`src/rtl/wallace_mult_pipe.sv`:
```
`default_nettype none
// ============================================================================
// Module      : wallace_mult_pipe
// Description : Three-stage WIDTH x WIDTH Wallace-tree multiplier with
//               valid/ready flow control, per-transaction signed/unsigned
//               mode (Baugh-Wooley) and full backpressure.
//               Optional accumulate mode: define WALLACE_MULT_ACC_EN.
// Revision    : 1.0 - initial release
// ============================================================================
module wallace_mult_pipe #(
    parameter int WIDTH = 8
) (
    input  logic               clk,
    input  logic               rst_n,
    input  logic               in_valid,
    output logic               in_ready,
    input  logic [WIDTH-1:0]   in_a,
    input  logic [WIDTH-1:0]   in_b,
    input  logic               in_signed,
`ifdef WALLACE_MULT_ACC_EN
    input  logic               in_acc,
`endif
    output logic               out_valid,
    input  logic               out_ready,
    output logic [2*WIDTH-1:0] out_prod
);

    localparam int c_PW   = 2 * WIDTH;
    localparam int c_ROWS = WIDTH + 1;

    // Rows left after one layer of 3:2 compressors on n rows.
    function automatic int next_rows(input int n);
        return (n / 3) * 2 + (n % 3);
    endfunction

    function automatic int layer_count(input int n);
        int m;
        int cnt;
        m   = n;
        cnt = 0;
        for (int k = 0; k < 64; k++) begin
            if (m > 2) begin
                m   = next_rows(m);
                cnt = cnt + 1;
            end
        end
        return cnt;
    endfunction

    function automatic int rows_at(input int layer);
        int m;
        m = c_ROWS;
        for (int k = 0; k < 64; k++) begin
            if (k < layer) begin
                m = next_rows(m);
            end
        end
        return m;
    endfunction

    localparam int c_LAYERS = layer_count(c_ROWS);

    // ------------------------------------------------------------------
    // Flow control: a stage loads when empty or when its successor loads
    // ------------------------------------------------------------------
    logic r_v1;
    logic r_v2;
    logic r_v3;
    logic w_load1;
    logic w_load2;
    logic w_load3;

    assign w_load3   = !r_v3 || out_ready;
    assign w_load2   = !r_v2 || w_load3;
    assign w_load1   = !r_v1 || w_load2;
    assign in_ready  = w_load1;
    assign out_valid = r_v3;

    // ------------------------------------------------------------------
    // Stage 1: operand capture
    // ------------------------------------------------------------------
    logic [WIDTH-1:0] r_s1_a;
    logic [WIDTH-1:0] r_s1_b;
    logic             r_s1_sgn;
`ifdef WALLACE_MULT_ACC_EN
    logic             r_s1_acc;
`endif

    always_ff @(posedge clk or negedge rst_n) begin
        if (!rst_n) begin
            r_v1     <= 1'b0;
            r_s1_a   <= '0;
            r_s1_b   <= '0;
            r_s1_sgn <= 1'b0;
`ifdef WALLACE_MULT_ACC_EN
            r_s1_acc <= 1'b0;
`endif
        end else if (w_load1) begin
            r_v1 <= in_valid;
            if (in_valid) begin
                r_s1_a   <= in_a;
                r_s1_b   <= in_b;
                r_s1_sgn <= in_signed;
`ifdef WALLACE_MULT_ACC_EN
                r_s1_acc <= in_acc;
`endif
            end
        end
    end

    // ------------------------------------------------------------------
    // Stage 2: partial products and Wallace reduction to two rows
    // ------------------------------------------------------------------
    logic [c_PW-1:0] w_tree [c_ROWS];
    logic [c_PW-1:0] w_next [c_ROWS];
    logic [c_PW-1:0] w_maj;
    logic [c_PW-1:0] w_sum;
    logic [c_PW-1:0] w_carry;

    always_comb begin
        int n;
        for (int r = 0; r < c_ROWS; r++) begin
            w_tree[r] = '0;
            w_next[r] = '0;
        end
        w_maj = '0;

        // Baugh-Wooley: cross terms with exactly one sign bit are inverted.
        for (int i = 0; i < WIDTH; i++) begin
            for (int j = 0; j < WIDTH; j++) begin
                w_tree[i][i+j] = (r_s1_a[j] & r_s1_b[i])
                               ^ (r_s1_sgn & ((i == WIDTH-1) != (j == WIDTH-1)));
            end
        end
        // Correction row: +2^WIDTH + 2^(2*WIDTH-1) in signed mode only.
        w_tree[WIDTH][WIDTH]  = r_s1_sgn;
        w_tree[WIDTH][c_PW-1] = r_s1_sgn;

        for (int l = 0; l < c_LAYERS; l++) begin
            n = rows_at(l);
            for (int r = 0; r < c_ROWS; r++) begin
                w_next[r] = '0;
            end
            for (int g = 0; g < c_ROWS / 3; g++) begin
                if (g < n / 3) begin
                    w_maj = (w_tree[3*g]   & w_tree[3*g+1])
                          | (w_tree[3*g]   & w_tree[3*g+2])
                          | (w_tree[3*g+1] & w_tree[3*g+2]);
                    w_next[2*g]   = w_tree[3*g] ^ w_tree[3*g+1] ^ w_tree[3*g+2];
                    w_next[2*g+1] = {w_maj[c_PW-2:0], 1'b0};
                end
            end
            // Rows that did not form a full group of three pass through.
            for (int k = 0; k < 2; k++) begin
                if (k < n % 3) begin
                    w_next[2*(n/3)+k] = w_tree[3*(n/3)+k];
                end
            end
            w_tree = w_next;
        end

        w_sum   = w_tree[0];
        w_carry = w_tree[1];
    end

    logic [c_PW-1:0] r_s2_sum;
    logic [c_PW-1:0] r_s2_carry;
`ifdef WALLACE_MULT_ACC_EN
    logic            r_s2_acc;
`endif

    always_ff @(posedge clk or negedge rst_n) begin
        if (!rst_n) begin
            r_v2       <= 1'b0;
            r_s2_sum   <= '0;
            r_s2_carry <= '0;
`ifdef WALLACE_MULT_ACC_EN
            r_s2_acc   <= 1'b0;
`endif
        end else if (w_load2) begin
            r_v2 <= r_v1;
            if (r_v1) begin
                r_s2_sum   <= w_sum;
                r_s2_carry <= w_carry;
`ifdef WALLACE_MULT_ACC_EN
                r_s2_acc   <= r_s1_acc;
`endif
            end
        end
    end

    // ------------------------------------------------------------------
    // Stage 3: carry-propagate add (plus optional accumulate)
    // ------------------------------------------------------------------
    logic [c_PW-1:0] r_out_prod;
    logic [c_PW-1:0] w_result;

`ifdef WALLACE_MULT_ACC_EN
    logic [c_PW-1:0] r_acc;
    logic [c_PW-1:0] w_acc_base;

    // Forward the product being handed off this cycle so chained
    // accumulations never wait for r_acc to catch up.
    assign w_acc_base = (r_v3 && out_ready) ? r_out_prod : r_acc;
    assign w_result   = r_s2_sum + r_s2_carry + (r_s2_acc ? w_acc_base : '0);

    always_ff @(posedge clk or negedge rst_n) begin
        if (!rst_n) begin
            r_acc <= '0;
        end else if (r_v3 && out_ready) begin
            r_acc <= r_out_prod;
        end
    end
`else
    assign w_result = r_s2_sum + r_s2_carry;
`endif

    always_ff @(posedge clk or negedge rst_n) begin
        if (!rst_n) begin
            r_v3       <= 1'b0;
            r_out_prod <= '0;
        end else if (w_load3) begin
            r_v3 <= r_v2;
            if (r_v2) begin
                r_out_prod <= w_result;
            end
        end
    end

    assign out_prod = r_out_prod;

endmodule
`default_nettype wire
```
`config.mk`:
```
export PLATFORM = sky130hd
export DESIGN_NAME = wallace_mult_pipe
export DESIGN_NICKNAME = d
export VERILOG_FILES = /design/src/rtl/wallace_mult_pipe.sv
export SDC_FILE = /design/constraint.sdc
export NUM_CORES = 1
export LEC_CHECK = 0
export BUFFER_PORTS_ARGS = -buffer_cell sky130_fd_sc_hd__buf_2
export CORE_MARGIN = 2
export CORE_UTILIZATION = 45
export CTS_BUF_LIST = sky130_fd_sc_hd__clkbuf_16
export DETAILED_ROUTE_END_ITERATION = 8
export SYNTH_ARGS = -nofsm -noshare
export SYNTH_HDL_FRONTEND = slang
export SYNTH_SLANG_ARGS = --single-unit
```
`constraint.sdc`:
```
create_clock -name clk -period 3.7 [get_ports clk]
set_input_delay 0.37 -clock clk [delete_from_list [all_inputs] [get_ports clk]]
set_output_delay 0.37 -clock clk [all_outputs]
set_load 0.03 [all_outputs]
```
### Word level (Yosys, flattened, before mapping)

Index checks and enable logic that the tools add are counted.

* $add $sub $neg: 1
* bitwise operators: 127
* reductions and logical operators: 9

Operators by type and width (count)
* 15-bit OR: 9
* 15-bit bitwise AND: 7
* 16-bit bitwise XOR: 5
* 1-bit bitwise AND: 64
* 14-bit by 15-bit bitwise AND with 15-bit output: 3
* 16-bit adder: 1
* 14-bit by 16-bit bitwise XOR with 16-bit output: 1
* 15-bit by 16-bit bitwise XOR with 16-bit output: 1
* 15-bit by 13-bit bitwise AND with 15-bit output: 1
* 15-bit by 9-bit bitwise AND with 15-bit output: 1
* 15-bit by 13-bit OR with 15-bit output: 1
* 14-bit by 15-bit bitwise XOR with 15-bit output: 1
* 14-bit by 9-bit bitwise AND with 14-bit output: 1
* 1-bit bitwise XOR: 14
* 10-bit by 13-bit bitwise AND with 13-bit output: 1
* 11-bit by 13-bit bitwise AND with 13-bit output: 1
* 12-bit by 13-bit bitwise AND with 13-bit output: 1
* 12-bit by 13-bit OR with 13-bit output: 1
* 13-bit OR: 1
* 11-bit by 13-bit bitwise XOR with 13-bit output: 1
* 12-bit by 13-bit bitwise XOR with 13-bit output: 1
* 11-bit by 12-bit bitwise AND with 12-bit output: 1
* 11-bit by 12-bit bitwise XOR with 12-bit output: 1
* 10-bit by 11-bit bitwise AND with 11-bit output: 1
* 11 further kinds: 17

* register bits: 67
* input bits: 21
* logic and storage cells: 146

### Logic depth before layout (Yosys ltp)

Gate-level depths: netlist of the first run.

* word-level depth: 14
* mapped depth: 10
* mapped depth without buffers: 9

### Worst setup path after synthesis of the first run

Ideal clock, no wire load.

* path kind: register to register
* from: register r_s1_sgn
* to: register r_s2_sum[9]
* setup time: 0.127 ns
* arrival: 3.031 ns
* data required time: 3.573 ns
* slack: 0.541 ns
* stages on the path, launching flop included: 11
* path buffers: 2
* cells stage by stage: dfrtp_1 > clkbuf_1 > buf_2 > xnor2_1 > ha_1 > inv_1 > fa_1 > fa_1 > inv_1 > fa_1 > mux2_1

* word-level cells in the longest chain between the ends: 11
* elaborated cells on any way between the ends: 43
* classes of those cells: bitwise (43)

RTL lines
* from (decl): RTL line 84 `logic r_s1_sgn;`
* from (signal assigned): RTL line 103 `r_s1_sgn <= in_signed;`
* 1-bit bitwise XOR: RTL line 132 `^ (r_s1_sgn & ((i == WIDTH-1) != (j == WIDTH-1)));`
* 8-bit by 9-bit bitwise AND with 9-bit output (tied with other cells): RTL line 146 `w_maj = (w_tree[3*g] & w_tree[3*g+1])`
* 9-bit by 10-bit OR with 10-bit output / 9-bit by 10-bit bitwise XOR with 10-bit output (equally long branches): RTL line 147, 149
* 10-bit OR (tied with other cells): RTL line 148 `| (w_tree[3*g+1] & w_tree[3*g+2]);`
* 10-bit by 11-bit bitwise AND with 11-bit output (tied with other cells): RTL line 146
* 15-bit by 13-bit OR with 15-bit output (tied with other cells): RTL line 147 `| (w_tree[3*g] & w_tree[3*g+2])`
* 15-bit OR (tied with other cells): RTL line 148
* 16-bit bitwise XOR / 15-bit OR (equally long branches): RTL line 149, 147
* 16-bit bitwise XOR / 15-bit OR (equally long branches): RTL line 149, 148
* 16-bit bitwise XOR: RTL line 149 `w_next[2*g] = w_tree[3*g] ^ w_tree[3*g+1] ^ w_tree[3*g+2];`
* 16-bit bitwise XOR (*): RTL line 149
* net w_sum[9]: RTL line 117 `logic [c_PW-1:0] w_sum;`
* to (signal assigned): RTL line 183 `r_s2_sum <= w_sum;`
* to (decl): RTL line 166 `logic [c_PW-1:0] r_s2_sum;`

Mark *: on every way through the listed nets, which the timed path passes. The rest lies on a longest branch.
A chain may end at the register's enable or synchronous reset.

### Worst setup path after layout of the first run

* from: register r_s1_b[5]
* to: register r_s2_sum[7]

* word-level cells in the longest chain between the ends: 11
* elaborated cells on any way between the ends: 28
* classes of those cells: bitwise (28)

RTL lines
* from (decl): RTL line 83 `logic [WIDTH-1:0] r_s1_b;`
* from (signal assigned): RTL line 102 `r_s1_b <= in_b;`
* 1-bit bitwise AND: RTL line 131 `w_tree[i][i+j] = (r_s1_a[j] & r_s1_b[i])`
* 11-bit by 13-bit bitwise AND with 13-bit output: RTL line 147
* 12-bit by 13-bit OR with 13-bit output: RTL line 147
* 13-bit OR: RTL line 148
* 14-bit by 16-bit bitwise XOR with 16-bit output: RTL line 149
* 16-bit bitwise XOR: RTL line 149
* 15-bit bitwise AND: RTL line 147
* 15-bit OR: RTL line 147
* 15-bit OR: RTL line 148
* 16-bit bitwise XOR: RTL line 149
* 16-bit bitwise XOR (*): RTL line 149
* net w_sum[7]: RTL line 117

Marked as above.

==> metrics, run 1 <==
status finished, final reports clean; Yosys reg bits 63; final hold violation count 0; via/cell ratio 4.88; Die Footprint 10700 µm²; Syn. warnings 0; initial antenna violation count 0; pin count of the biggest net entering global routing 45; drt total wl 8090 µm; filler instances 922; Die W 104 µm; GRT Residual Overflow 0; Reg clk slew, reported paths 60 ps; Routed Antenna Nets 0; DRT Pass-1 Iters 4; area of the multi-input gates 2660 µm²; endpoints failing setup 0; Post-Syn Instances 415; Setup TNS 0 ps; gp weighted congestion 0.880; CP required 3910 ps; row count 36; CTS max path bufs 2; number of port buffers 38; fin crit share 86.3%; Crit Path Max Fanout 9; n_diodes 0; Critical Path End r_s2_sum[7]; Net Count, Synth 507; maximum clock rate 0.313 GHz; Fin Clk Skew 8.22 ps; shortest period the worst path allows 3190 ps; Initial Util 45.9%; clock sinks 63; setup bufs post-CTS 0; share of cells above drive strength 1 18.9%; commonest non-fill, non-tap cell in the layout nand2_1; Slew headroom 21.0%; # DRC 0; vias in the first global route 2983; vias after detailed routing 2865; Pins Over Slew Limit 0; most frequent cells in the layout nand2_1, dfrtp_1, inv_1, fa_1, buf_2; first-pass GRT wire length 14500 µm; sequential-to-total area share from yosys stat 35.3%; total track usage 16.8%; pwr/cell area 815 nW/µm²; Critical Path End Type flip-flop; Netlist cell types 36; RR Endpoint r_s2_sum[7]; Worst-Skew Late Latency 330 ps; internal reg-to-reg setup slack 510 ps; Worst EP arrival 3410 ps; DP HPWL 6220 µm; hold_buf cts 0; Post-CTS Resized 0; worst r2r src r_s1_b[5]; Avg Cell Area, Syn 10.8 µm²; Max-Cap Viols 0; cell count of the worst reg-to-reg path 8; final setup margin 507 ps; worst hold path type primary input to asynchronous set/reset pin; number of synthesized flops with an enable pin 0; Root Driver clkbuf_16; final layout net count 541; Die Ht 104 µm; pre-CTS setup slack 498 ps; leakage 0.00248 µW; CTS H-tree lvls 3; commonest register cell after synthesis dfrtp_1; total I/O pin count 39; crit path launch type flip-flop; P&R area growth vs syn 14.1%; Max VDD drop 0.263 mV; Hold WS 194 ps; Post-synth ARST share 100%; slew of the pin with the lowest slew margin 1180 ps; WL/cell 13.8 µm; register area 1580 µm²; CTS tree yes; Mapped Area 4470 µm²; crit path from r_s1_b[5]; RSZ-0062 raised after global routing no; core area 9730 µm²; worst setup path class flip-flop to flip-flop; CTS buffer count 9; initial drt markers 101
-- cell type report --
cell class | instances | area share, %
Timing Repair Buffer | 40 | 4.02
Clock buffer | 9 | 4.42
Multi-Input combinational cell | 293 | 52.1
Sequential cell | 63 | 30.9
Clock inverter | 7 | 2.21
Inverter | 42 | 3.09
Tap cell | 133 | 3.26
-- power breakdown --
group	internal (µW)	total [µW]	switching, µW
logic	919	2070	1150
registers	937	1120	180
clock network	654	964	311
total	2510	4150	1640
-- logic make-up after synthesis --
| family | count (synthesis) | share of synthesized area (%) |
|---|---|---|
| simple gates | 126 | 13.4 |
| fa+ha+maj | 71 | 26.3 |
| flops | 63 | 35.3 |
| buf+inv | 59 | 5.32 |
| mux | 42 | 10.6 |
| compound gates | 34 | 5.23 |
| xor+xnor | 20 | 3.92 |
-- synth_stat cells (6+ instances only) --
library cell | count | area share [%]
xor2_1 | 6 | 1.2
dfrtp_1 | 63 | 35
ha_1 | 33 | 9.2
nand2_1 | 69 | 5.8
clkbuf_1 | 9 | 0.76
and2_1 | 33 | 4.6
nand2b_1 | 6 | 0.84
fa_1 | 38 | 17
a21oi_1 | 10 | 1.1
o21ai_0 | 8 | 0.90
xnor2_1 | 14 | 2.7
inv_1 | 42 | 3.5
mux2_1 | 16 | 4.0
mux2_2 | 26 | 6.5
-- state kept, by name, summed over array words and instances, names as in the netlist --
| name | cells |
|---|---|
| out_prod | 16 |
| out_valid | 1 |
| r_s1_a | 8 |
| r_s1_b | 8 |
| r_s1_sgn | 1 |
| r_s2_carry | 11 |
| r_s2_sum | 16 |
| r_v1 | 1 |
| r_v2 | 1 |
-- routing by layer --
layer | vias to the layer above | GRT usage [%] | wire [µm]
met1 | 1383 | 24.5 | 4030
met2 | 61 | 24.1 | 3560
li1 | 1406 | - | -
met4 | 0 | 7.05 | 189
met5 | - | 0 | 0
met3 | 15 | 3.71 | 320
-- worst max-delay path: stages, from the launching register on --
cell     delay [ps]
dfrtp_1         450
and2_1          210
fa_1            530
inv_1            50
fa_1            520
inv_1            50
fa_1            490
fa_1            470
mux2_1          280
-- stage by stage --
stage          util, %  instance area, µm²  cells  total power [µW]
6_report          52.4                5100    587              4150
5_1_grt           52.4                5100    587              4630
4_1_cts           52.4                5100    587              4210
3_5_place_dp      48.9                4760    571              3230
3_3_place_gp      48.9                4760    571              3170
2_1_floorplan        -                4470    415              2710
-- worst min-delay path by stage --
stage	start	end	slack [ps]	cells after the start
floorplan	rst_n	out_prod[0]	70	0
global route	in_a[5]	r_s1_a[5]	250	2
global placement	r_s2_sum[4]	out_prod[4]	450	2
CTS	in_a[3]	r_s1_a[3]	240	2
detailed placement	r_s2_sum[3]	out_prod[3]	450	2
finish	rst_n	out_prod[12]	190	1
(Power assumes the default switching activity.)
==> run 2: changes to the inputs <==
Clock period 3.7 ns to 4.1 ns, I/O delays scaled along.
==> metrics, run 2 (synthesis gave the netlist of run 1 again) <==
status finished, final reports clean; vias in the first global route 2929; via/cell ratio 4.85; endpoints failing setup 0; Net Switching 1450 µW; Fin Clk Skew 4.30 ps; worst setup path class flip-flop to flip-flop; Clk network pwr share 18.7%; most used cell, CP fa_1; pwr/cell area 702 nW/µm²; Sw Share 41.2%; leakage 0.00244 µW; CTS buffer count 9; share of cells above drive strength 1 18.5%; slew of the pin with the lowest slew margin 1140 ps; Slew headroom 24.1%; GR Util met2 25.2%; maximum clock rate 0.313 GHz; final layout net count 541; GRT Residual Overflow 0; P&R area growth vs syn 12.2%; Die Ht 104 µm; shortest period the worst path allows 3200 ps; row count 36; n_diodes 0; Worst-Skew Late Latency 320 ps; initial antenna violation count 0; number of port buffers 38; Crit Path Max Fanout 9; met1 usage 22.5%; Routed Antenna Nets 0; most heavily used metal layer in global routing met2; total I/O pin count 39; DP HPWL 6150 µm; WL/cell 13.6 µm; commonest non-fill, non-tap cell in the layout nand2_1; final hold violation count 0; hold_buf cts 0; setup bufs post-CTS 0; Die W 104 µm; RSZ-0062 raised after global routing no; CTS H-tree lvls 3; Worst EP arrival 3400 ps; CP required 4300 ps; first-pass GRT wire length 14000 µm; Root Driver clkbuf_16; Initial Util 45.9%; Pins Over Slew Limit 0; Reg clk slew, reported paths 50 ps; clock sinks 63; met3 usage in global routing 3.71%; drt total wl 7980 µm; most frequent cells in the layout nand2_1, dfrtp_1, inv_1, fa_1, buf_2; Post-CTS Resized 0; Critical Path End Type flip-flop; CP peak stage delay 540 ps; crit path launch type flip-flop; slowest stage cell, crit path fa_1; core area 9730 µm²; gp weighted congestion 0.829; vias after detailed routing 2840; Seq pwr share 28.6%; combinational group share of total power 52.8%; Die Footprint 10700 µm²; DRT Pass-1 Iters 4; initial drt markers 72; CTS max path bufs 2; pin count of the biggest net entering global routing 34; Power Internal 2070 µW; total power 3520 µW; Max-Cap Viols 0; Setup TNS 0 ps; Max VDD drop 0.263 mV; critical path cell sequence and2_1 -> fa_1 -> inv_1 -> fa_1 -> inv_1 -> fa_1 -> fa_1 -> mux2_1; # DRC 0; CTS tree yes; fin crit share 78.0%; worst hold path type primary input to asynchronous set/reset pin; total track usage 16.2%; post-layout util 51.6%
-- run 2: cell count changes in the layout (fill, tap and decap cells not counted), sizes merged --
cell | before | now
clkinv | 3 | 4
bufinv | 3 | 0
clkinvlp | 0 | 1
-- run 2: per-layer routing --
layer,up-vias,wire [µm],share of wire (%)
li1,1403,-,-
met5,-,0,0
met3,6,270,3.4
met4,0,84,1.1
met1,1389,4080,51
met2,42,3550,44
-- run 2: worst max-delay path, delay by kind of cell, from the launching register on --
family                     cells  cell delay (ps)
and+or+nand+nor                1              210
DFF                            1              450
muxes                          1              290
buffers and inverters          2              110
adders and majority gates      4             2030
-- run 2: area by class of cell --
type / instances / area, µm²
fill: 913 / 4710
multi-input combinational: 293 / 2660
sequential: 63 / 1580
clock buffer: 9 / 225
timing repair buffer: 40 / 205
tap: 133 / 166
inverter: 42 / 158
clock inverter: 6 / 30.0
-- run 2: per-stage QoR --
| stage | area (µm²) | hold WS (ps) | cells | setup slack (ps) |
|---|---|---|---|---|
| final | 5020 | 164 | 586 | 902 |
| after global routing | 5020 | 226 | 586 | 780 |
| after CTS | 5020 | 174 | 586 | 875 |
| after detailed placement | 4760 | 451 | 571 | 869 |
| after global placement | 4760 | 448 | 571 | 922 |
| after floorplan | 4470 | 114 | 415 | 941 |
-- run 2: path summary, 6_finish.rpt --
kind | startpoint | endpoint | slack, ps | cells past startpoint
max | r_s1_b[5] | r_s2_sum[7] | 900 | 8
min | rst_n | r_v2 | 160 | 1
max reg2reg | r_s1_b[5] | r_s2_sum[7] | 900 | 8
min reg2reg | r_s2_sum[4] | out_prod[4] | 460 | 2
max in group asynchronous | rst_n | r_s1_a[2] | 3040 | 2
min in group clk | in_b[6] | r_s1_b[6] | 290 | 2
-- run 2: power by group through the flow --
stage	clock [µW]	sequential [µW]	combinational, µW
6_report	658	1010	1860
5_1_grt	706	1040	2190
4_1_cts	678	1010	1900
3_5_place_dp	0	1020	1890
3_3_place_gp	0	1010	1840
2_1_floorplan	0	1100	1340
